==> src/rtl/alsu_pipe.sv <==
// Handshaked ALSU: one registered operation per transfer, single-cycle execute,
// iterative signed shift-add multiply. Optional error counter: ALSU_PIPE_ERR_CNT_EN.
module alsu_pipe #(
    parameter int WIDTH          = 3,
    parameter     INPUT_PRIORITY = "A",
    parameter int LED_W          = 16
) (
    input  logic                 clk,
    input  logic                 rst,
    input  logic                 in_valid,
    output logic                 in_ready,
    input  logic [WIDTH-1:0]     A,
    input  logic [WIDTH-1:0]     B,
    input  logic                 cin,
    input  logic                 serial_in,
    input  logic                 direction,
    input  logic                 red_op_A,
    input  logic                 red_op_B,
    input  logic                 bypass_A,
    input  logic                 bypass_B,
    input  logic [2:0]           opcode,
    output logic [2*WIDTH-1:0]   out,
    output logic                 out_valid,
    output logic                 err,
    output logic [LED_W-1:0]     leds
`ifdef ALSU_PIPE_ERR_CNT_EN
    ,
    output logic [15:0]          err_cnt
`endif
);

    localparam int OW     = 2 * WIDTH;
    localparam int CW     = (WIDTH > 1) ? $clog2(WIDTH) : 1;
    localparam bit PRIO_B = (INPUT_PRIORITY == "B");

    typedef enum logic [1:0] {S_IDLE, S_EXEC, S_MUL} state_t;
    state_t state_reg, state_next;

    logic             xfer, capt_mul, mul_last, invalid;
    logic [WIDTH-1:0] a_reg, b_reg, red_sel;
    logic             cin_reg, sin_reg, dir_reg;
    logic             red_a_reg, red_b_reg, byp_a_reg, byp_b_reg;
    logic [2:0]       opc_reg;
    logic [CW-1:0]    cnt_reg;
    logic [OW-1:0]    a_ext, b_ext, byp_sel, term, acc_reg, acc_next;
    logic [OW-1:0]    exec_result, out_reg;
    logic             out_valid_reg, err_reg;
    logic [LED_W-1:0] leds_reg;

    // Only a plain, unbypassed multiply goes iterative; invalid or bypassed MULs finish in one cycle.
    assign capt_mul = (opcode == 3'd3) && !(red_op_A || red_op_B) && !bypass_A && !bypass_B;

    assign a_ext = {{WIDTH{a_reg[WIDTH-1]}}, a_reg};
    assign b_ext = {{WIDTH{b_reg[WIDTH-1]}}, b_reg};

    always_comb begin
        state_next = state_reg;
        in_ready   = (state_reg != S_MUL);
        xfer       = in_valid && in_ready;
        case (state_reg)
            S_IDLE, S_EXEC: state_next = xfer ? (capt_mul ? S_MUL : S_EXEC) : S_IDLE;
            S_MUL:          state_next = mul_last ? S_IDLE : S_MUL;
            default:        state_next = S_IDLE;
        endcase
    end

    always_ff @(posedge clk or negedge rst) begin
        if (!rst) state_reg <= S_IDLE;
        else      state_reg <= state_next;
    end

    always_comb begin
        invalid = ((red_a_reg || red_b_reg) && (opc_reg[2:1] != 2'b00)) || (opc_reg[2:1] == 2'b11);
        red_sel = (red_a_reg && red_b_reg) ? (PRIO_B ? b_reg : a_reg) : (red_a_reg ? a_reg : b_reg);
        byp_sel = (byp_a_reg && byp_b_reg) ? (PRIO_B ? b_ext : a_ext) : (byp_a_reg ? a_ext : b_ext);
        exec_result = '0;
        if (invalid) begin
            exec_result = '0;
        end else if (byp_a_reg || byp_b_reg) begin
            exec_result = byp_sel;
        end else begin
            case (opc_reg)
                3'd0: exec_result = (red_a_reg || red_b_reg) ? {{(OW-1){1'b0}}, |red_sel} : (a_ext | b_ext);
                3'd1: exec_result = (red_a_reg || red_b_reg) ? {{(OW-1){1'b0}}, ^red_sel} : (a_ext ^ b_ext);
                3'd2: exec_result = a_ext + b_ext + {{(OW-1){1'b0}}, cin_reg};
                3'd4: exec_result = dir_reg ? {out_reg[OW-2:0], sin_reg} : {sin_reg, out_reg[OW-1:1]};
                3'd5: exec_result = dir_reg ? {out_reg[OW-2:0], out_reg[OW-1]} : {out_reg[0], out_reg[OW-1:1]};
                default: exec_result = '0;
            endcase
        end
        // The multiplier's sign bit carries negative weight, so the last partial product is subtracted.
        mul_last = (cnt_reg == CW'(WIDTH - 1));
        term     = b_reg[cnt_reg] ? (a_ext << cnt_reg) : '0;
        acc_next = mul_last ? (acc_reg - term) : (acc_reg + term);
    end

    always_ff @(posedge clk or negedge rst) begin
        if (!rst) begin
            a_reg         <= '0;
            b_reg         <= '0;
            cin_reg       <= 1'b0;
            sin_reg       <= 1'b0;
            dir_reg       <= 1'b0;
            red_a_reg     <= 1'b0;
            red_b_reg     <= 1'b0;
            byp_a_reg     <= 1'b0;
            byp_b_reg     <= 1'b0;
            opc_reg       <= '0;
            cnt_reg       <= '0;
            acc_reg       <= '0;
            out_reg       <= '0;
            out_valid_reg <= 1'b0;
            err_reg       <= 1'b0;
            leds_reg      <= '0;
        end else begin
            out_valid_reg <= 1'b0;
            err_reg       <= 1'b0;
            if (state_reg == S_EXEC) begin
                out_reg       <= exec_result;
                out_valid_reg <= 1'b1;
                err_reg       <= invalid;
                leds_reg      <= invalid ? ~leds_reg : '0;
            end
            if (state_reg == S_MUL) begin
                acc_reg <= acc_next;
                cnt_reg <= cnt_reg + CW'(1);
                if (mul_last) begin
                    cnt_reg       <= '0;
                    out_reg       <= acc_next;
                    out_valid_reg <= 1'b1;
                    leds_reg      <= '0;
                end
            end
            if (xfer) begin
                a_reg     <= A;
                b_reg     <= B;
                cin_reg   <= cin;
                sin_reg   <= serial_in;
                dir_reg   <= direction;
                red_a_reg <= red_op_A;
                red_b_reg <= red_op_B;
                byp_a_reg <= bypass_A;
                byp_b_reg <= bypass_B;
                opc_reg   <= opcode;
                cnt_reg   <= '0;
                acc_reg   <= '0;
            end
        end
    end

    assign out       = out_reg;
    assign out_valid = out_valid_reg;
    assign err       = err_reg;
    assign leds      = leds_reg;

`ifdef ALSU_PIPE_ERR_CNT_EN
    logic [15:0] err_cnt_reg;

    always_ff @(posedge clk or negedge rst) begin
        if (!rst)
            err_cnt_reg <= '0;
        else if ((state_reg == S_EXEC) && invalid && (err_cnt_reg != 16'hFFFF))
            err_cnt_reg <= err_cnt_reg + 16'd1;
    end

    assign err_cnt = err_cnt_reg;
`else
    // Error counter not built in this configuration.
`endif

endmodule

==> config.mk <==
export PLATFORM = sky130hd
export DESIGN_NAME = alsu_pipe
export DESIGN_NICKNAME = d
export VERILOG_FILES = /design/src/rtl/alsu_pipe.sv
export SDC_FILE = /design/constraint.sdc
export NUM_CORES = 1
export LEC_CHECK = 0
export CAP_MARGIN = 15
export CELL_PAD_IN_SITES_DETAIL_PLACEMENT = 0
export CELL_PAD_IN_SITES_GLOBAL_PLACEMENT = 1
export CORE_MARGIN = 2
export CORE_UTILIZATION = 24
export DETAILED_ROUTE_END_ITERATION = 16
export GPL_ROUTABILITY_DRIVEN = 1
export PLACE_DENSITY_LB_ADDON = 0.05
export SYNTH_ARGS = -nofsm -noshare
export SYNTH_HDL_FRONTEND = slang
export SYNTH_SLANG_ARGS = --single-unit
==> constraint.sdc <==
create_clock -name clk -period 3 [get_ports clk]
set_input_delay 0.3 -clock clk [delete_from_list [all_inputs] [get_ports clk]]
set_output_delay 0.3 -clock clk [all_outputs]
set_load 0.03 [all_outputs]
=== After elaboration in Yosys (flattened, before gate mapping) ===
Index checks and enable logic that the tools add are counted.

* Register bits after elaboration: 50
* Bits in latches: 0
* RAM bits: 0
* Bits in read-only memories: 0
* Input port bits: 19
* Output and inout bits: 25
* Word-level logic and storage cells: 93
* Memories: 0

* $add $sub $neg: 5
* $mul: 0
* Divide/modulo/power cells: 0
* Order comparisons: 1
* Equality and inequality tests: 10
* Shift operators: 1
* Mux-type cells: 35
* Bitwise operators: 3
* Reductions and logical operators: 21

{| class="wikitable"
|+ Operator list
! cell !! number
|-
| 6-bit 2-to-1 mux || 15
|-
| 16-bit 2-to-1 mux || 4
|-
| 6-bit one-hot mux with 5 select lines || 1
|-
| 16-bit inverter || 1
|-
| 2-bit 2-to-1 mux || 6
|-
| 1-bit logical AND || 7
|-
| 6-bit adder || 1
|-
| 2-bit == test (second input constant) || 3
|-
| 3-bit by 2-bit == test with 1-bit output (second input constant) || 2
|-
| 3-bit == test (second input constant) || 2
|-
| 3-bit 2-to-1 mux || 2
|-
| 6-bit OR || 1
|-
| 6-bit by 2-bit << shifter with 6-bit output || 1
|-
| 6-bit subtractor || 1
|-
| 6-bit XOR || 1
|-
| 4-bit by 2-bit adder with 5-bit output || 1
|-
| 1-bit 2-to-1 mux || 5
|-
| 3-bit by 3-bit adder with 4-bit output || 1
|-
| 1-bit logical OR || 4
|-
| 2-bit one-hot mux with 2 select lines || 1
|-
| 2-bit nonzero test || 2
|-
| 3-bit by 1-bit == test with 1-bit output (second input constant) || 1
|-
| 1-bit zero test || 3
|-
| 3-bit zero test || 1
|-
| 9 further kinds || 9
|}

=== Logic depth before layout (Yosys ltp) ===
Gate-level depths: netlist of the first run.

* Word-level depth: 10
* Gate-level depth with buffers: 13
* Gate-level depth less buffers: 12

=== Least setup slack after synthesis of the first run ===
OpenSTA, ideal clock, no wires.

* Kind: register -> register
* Start point: reg cnt_reg[0]
* End point: reg acc_reg[5]
* Setup time: 0.080 ns
* Data arrival time: 2.805 ns
* Data required time: 2.920 ns
* Setup slack: 0.115 ns
* Cell stages (with the launch flop): 13
* Buffers on the path: 1
* Clock period less this slack: 2.885 ns
* Cell sequence: dfrtp_1 -> buf_2 -> or3_1 -> a21o_1 -> ha_1 -> nor2_1 -> xor2_1 -> ha_1 -> o21a_1 -> o31a_1 -> o31a_1 -> xnor3_1 -> o21ai_1

* Longest elaborated chain between the ends: 7
* Elaborated cells between the ends (all ways): 10
* Classes of those cells: 2 x add/sub; 1 x eq/ne; 1 x shift; 6 x mux

{| class="wikitable"
|+ RTL lines
! element !! line !! source
|-
| start, declared || 44 || <nowiki>logic [CW-1:0] cnt_reg;</nowiki>
|-
| start signal, assigned || 126 || <nowiki>cnt_reg <= cnt_reg + CW'(1);</nowiki>
|-
| 1-bit binary-select mux with 2-bit select || 93 || <nowiki>term = b_reg[cnt_reg] ? (a_ext << cnt_reg) : '0;</nowiki>
|-
| 1-bit 2-to-1 mux (implied by the code) || 93 ||
|-
| 6-bit 2-to-1 mux || 93 ||
|-
| 6-bit adder / 6-bit subtractor (equally long branches) || 94 || <nowiki>acc_next = mul_last ? (acc_reg - term) : (acc_reg + term);</nowiki>
|-
| 6-bit 2-to-1 mux * || 94 ||
|-
| 6-bit 2-to-1 mux * || 124 || <nowiki>if (state_reg == S_MUL) begin</nowiki>
|-
| 6-bit 2-to-1 mux * || 134 || <nowiki>if (xfer) begin</nowiki>
|-
| end signal, assigned || 125 || <nowiki>acc_reg <= acc_next;</nowiki>
|-
| end, declared || 45 || <nowiki>logic [OW-1:0] a_ext, b_ext, byp_sel, term, acc_reg, acc_next;</nowiki>
|}

Mark *: on every way between the ends. The rest lies on a longest branch, timed or not. The select of a mux whose other input is x is not followed.
A chain may end at the register's enable or synchronous reset.

=== Final worst setup path of the first run ===
* Start point: reg b_reg[0]
* End point: reg acc_reg[5]

* Longest elaborated chain between the ends: 7
* Elaborated cells between the ends (all ways): 8
* Classes of those cells: 2 x add/sub; 6 x mux

{| class="wikitable"
|+ RTL lines
! element !! line !! source
|-
| start, declared || 40 || <nowiki>logic [WIDTH-1:0] a_reg, b_reg, red_sel;</nowiki>
|-
| start signal, assigned || 100 || <nowiki>b_reg <= '0;</nowiki>
|-
| start signal, assigned || 136 || <nowiki>b_reg <= B;</nowiki>
|-
| 1-bit binary-select mux with 2-bit select * || 93 ||
|-
| 1-bit 2-to-1 mux (implied by the code) * || 93 ||
|-
| 6-bit 2-to-1 mux * || 93 ||
|-
| 6-bit adder / 6-bit subtractor (equally long branches) || 94 ||
|-
| 6-bit 2-to-1 mux * || 94 ||
|-
| 6-bit 2-to-1 mux * || 124 ||
|-
| 6-bit 2-to-1 mux * || 134 ||
|}

Marked as above.

==> metrics.txt, run 1 <==
CTS Buf Count 5; Placed Area 3740 um^2; Buffers on Ports 43; Total Routing Usage GR 0.138; Clock power frac 0.299; crit path max fanout 3; P&R area growth vs syn 28.9%; leading area contributor after synthesis dfrtp_1; grt ovf 0; Mapped Cells 297; clock root buffer clkbuf_16; Yosys Warn Count 0; initial core utilization 0.244; flops & latches, synth 50; largest net degree at the start of global routing 36; Final setup viols 0; ant diodes 0; fill count 1344; design area 3940 um^2; share of the synthesized area in the top cell type 0.409; mapped cell area 3060 um^2; Worst setup EP type flop; antenna violations before repair 0; Achievable Freq 0.363 GHz; cells on worst reg2reg path 12; first drt pass iteration count 4; nets@finish 384; vias in the first global route 2447; DR DRC count 0; Max-slew headroom 0.395; worst skew pair latency 0.30 ns; CTS H-Tree Depth 2; CP max-delay cell or3_1; Synth Area per Inst 10.3 um^2; Final Hold Fails 0; die area 13700 um^2; clock slew seen by the registers of the worst setup and hold paths 0.07 ns; vias per std cell 4.49; Final min period 2.76 ns; final period utilization 0.919; Crit Path Category flop to flop; max_cap viols 0; most common library cells after synthesis dfrtp_1 (50), nor2_1 (30), mux2i_1 (25); DRT Wirelength 8.60 mm; outcome complete, no violations; critical path cell sequence inv_1 > or3_1 > a21o_1 > ha_1 > nor2_1 > xor2_1 > ha_1 > o21a_1 > o31a_1 > o31a_1 > xnor3_1 > o21ai_1; skew final 0.00502 ns; synthesized net count 333; CORE AREA 12500 um^2; sequential-to-total area share from yosys stat 0.409; max reg flops 16; WP data arrival 2.93 ns; Max stage delay on crit path 0.37 ns; Slew Viols, Final 0; Leak Pwr 1.70 nW; ys async rst share 1.00; maximum vdd drop 212 uV; WL per Instance 16.5 um; top-count cell post-synth dfrtp_1; routed vias 2337; RSZ-0062 raised after global routing no; Worst R2R Setup Slack 0.24 ns; Routed Antenna Nets 0; Boundary Pins 44; top cells by area, synth dfrtp_1 (41%), mux2i_1 (8.2%), mux2_2 (6.6%); Die Y 117 um; switch share 0.340; DP HPWL 6.34 mm; CTS tree yes; Startpoint Class flop; layout cell share with drive strength beyond 1 0.166; first-pass GRT wire length 14.0 mm; Yosys cell types 58; largest delay contributor family on the critical path compound AO/OA/AOI/OAI gates; die extent in x 117 um; internal power 0.00151 W; clk buf depth 2; RR Endpoint acc_reg[5]; gpl congestion 0.725; Seq pwr share 0.369; Sinks on Clock Net 50; Switch Pwr 0.000779 W; Synth Flop Type dfrtp_1; Logic pwr share 0.332; DRT iter0 DRCs 137; site row count 41; Worst EP required 3.18 ns; Reg-to-Reg Start b_reg[0]; Slew @ Worst Pin 0.908 ns; PwrDens 581 nW/um^2; Setup TNS 0 ns; number of synthesized flops with an enable pin 0; HP Class primary input to async pin; Critical path buffers and inverters 1
worst register-to-register path, delay by kind of cell, from the launching register on:
family | cells | cell delay (ns)
and+or+nand+nor | 2 | 0.48
AOI/OAI and AO/OA | 5 | 0.88
buffers and inverters | 1 | 0.06
adders and majority gates | 2 | 0.48
xor gates and xnor gates | 2 | 0.39
DFF | 1 | 0.34
placed cells by master (no fill, tap or decap), drive strengths merged, types with 2 or more instances in the layout:
cell type,count
dfrtp,50
clkdlybuf4s50,42
nor2,31
mux2i,25
buf,21
mux2,18
nand2,15
inv,15
ha,12
o21ai,12
nand2b,8
a21oi,7
nor2b,7
o22ai,6
xor2,5
nand3b,5
fa,5
clkbuf,5
nand3,4
o211ai,3
or3,3
a21o,3
xnor2,3
a221oi,3
nor3,3
a211oi,3
and2,3
nor4,2
a31oi,2
nor3b,2
o21a,2
o31a,2
a22oi,2
a22o,2
o2bb2ai,2
cell type report:
cell class	instances	area, um^2	share of cell area
multi-input combinational	215	1680	0.426
sequential	50	1250	0.317
timing repair buffer	63	576	0.146
tap	172	215	0.0546
clock buffer	5	125	0.0317
inverter	13	48.8	0.0124
clock inverter	3	47.5	0.0121
logic make-up (layout without fill, tap and decap cells):
group,count (synthesis),in the layout,synth area share
AOI/OAI and AO/OA,58,58,0.135
adders and majority gates,17,17,0.0818
DFF,50,50,0.409
buffers and inverters,32,84,0.0458
xor gates and xnor gates,9,9,0.0303
muxes,43,43,0.148
and+or+nand+nor,88,88,0.150
worst max-delay path by stage:
stage	start	to	slack, ns	cells after the start
CTS	cnt_reg[0]	acc_reg[5]	0.08	12
global route	b_reg[0]	out[3]	0.07	12
detailed placement	cnt_reg[0]	acc_reg[5]	0.10	12
finish	b_reg[0]	acc_reg[5]	0.24	12
global placement	cnt_reg[0]	acc_reg[5]	0.16	11
floorplan	cnt_reg[0]	acc_reg[5]	0.11	12
power groups by stage:
stage	registers (W)	clock network, W	logic (W)
4_1_cts	0.000847	0.000715	0.000764
5_1_grt	0.000861	0.000741	0.000842
6_report	0.000845	0.000686	0.000761
3_5_place_dp	0.000861	0	0.000762
2_1_floorplan	0.000947	0	0.000371
3_3_place_gp	0.000860	0	0.000763
repair_timing:
item,4_1_cts,5_1_grt
hold buffers,0,0
resized for setup,0,3
endpoints found under the setup margin,0,1
setup buffers,0,2
stage by stage:
| stage | std cells | util | worst slack, ns | hold WS (ns) | total power, W |
|---|---|---|---|---|---|
| floorplan | 297 | - | 0.115 | 0.00441 | 0.00132 |
| global placement | 511 | 0.299 | 0.156 | 0.499 | 0.00162 |
| detailed placement | 511 | 0.299 | 0.102 | 0.488 | 0.00162 |
| CTS | 519 | 0.313 | 0.0759 | 0.159 | 0.00233 |
| global route | 521 | 0.315 | 0.0734 | 0.184 | 0.00244 |
| finish | 521 | 0.315 | 0.244 | 0.111 | 0.00229 |
per-layer routing:
metal | track usage | wire length [um] | vias to the layer above
met5 | 0 | 0 | -
met4 | 0.0557 | 182 | 0
met3 | 0.0257 | 304 | 12
met2 | 0.217 | 3870 | 42
met1 | 0.188 | 4240 | 1127
li1 | - | - | 1156
Note: power is estimated with default switching activity, not from simulation.
==> run 2: changes to the inputs <==
--- a/config.mk
+++ b/config.mk
@@ -13,6 +13,7 @@
 export DETAILED_ROUTE_END_ITERATION = 16
 export GPL_ROUTABILITY_DRIVEN = 1
 export PLACE_DENSITY_LB_ADDON = 0.05
+export SKIP_LAST_GASP = 1
 export SYNTH_ARGS = -nofsm -noshare
 export SYNTH_HDL_FRONTEND = slang
 export SYNTH_SLANG_ARGS = --single-unit
==> results of run 2 <==
The final DEF is identical to that of run 1; final timing and power are the same.
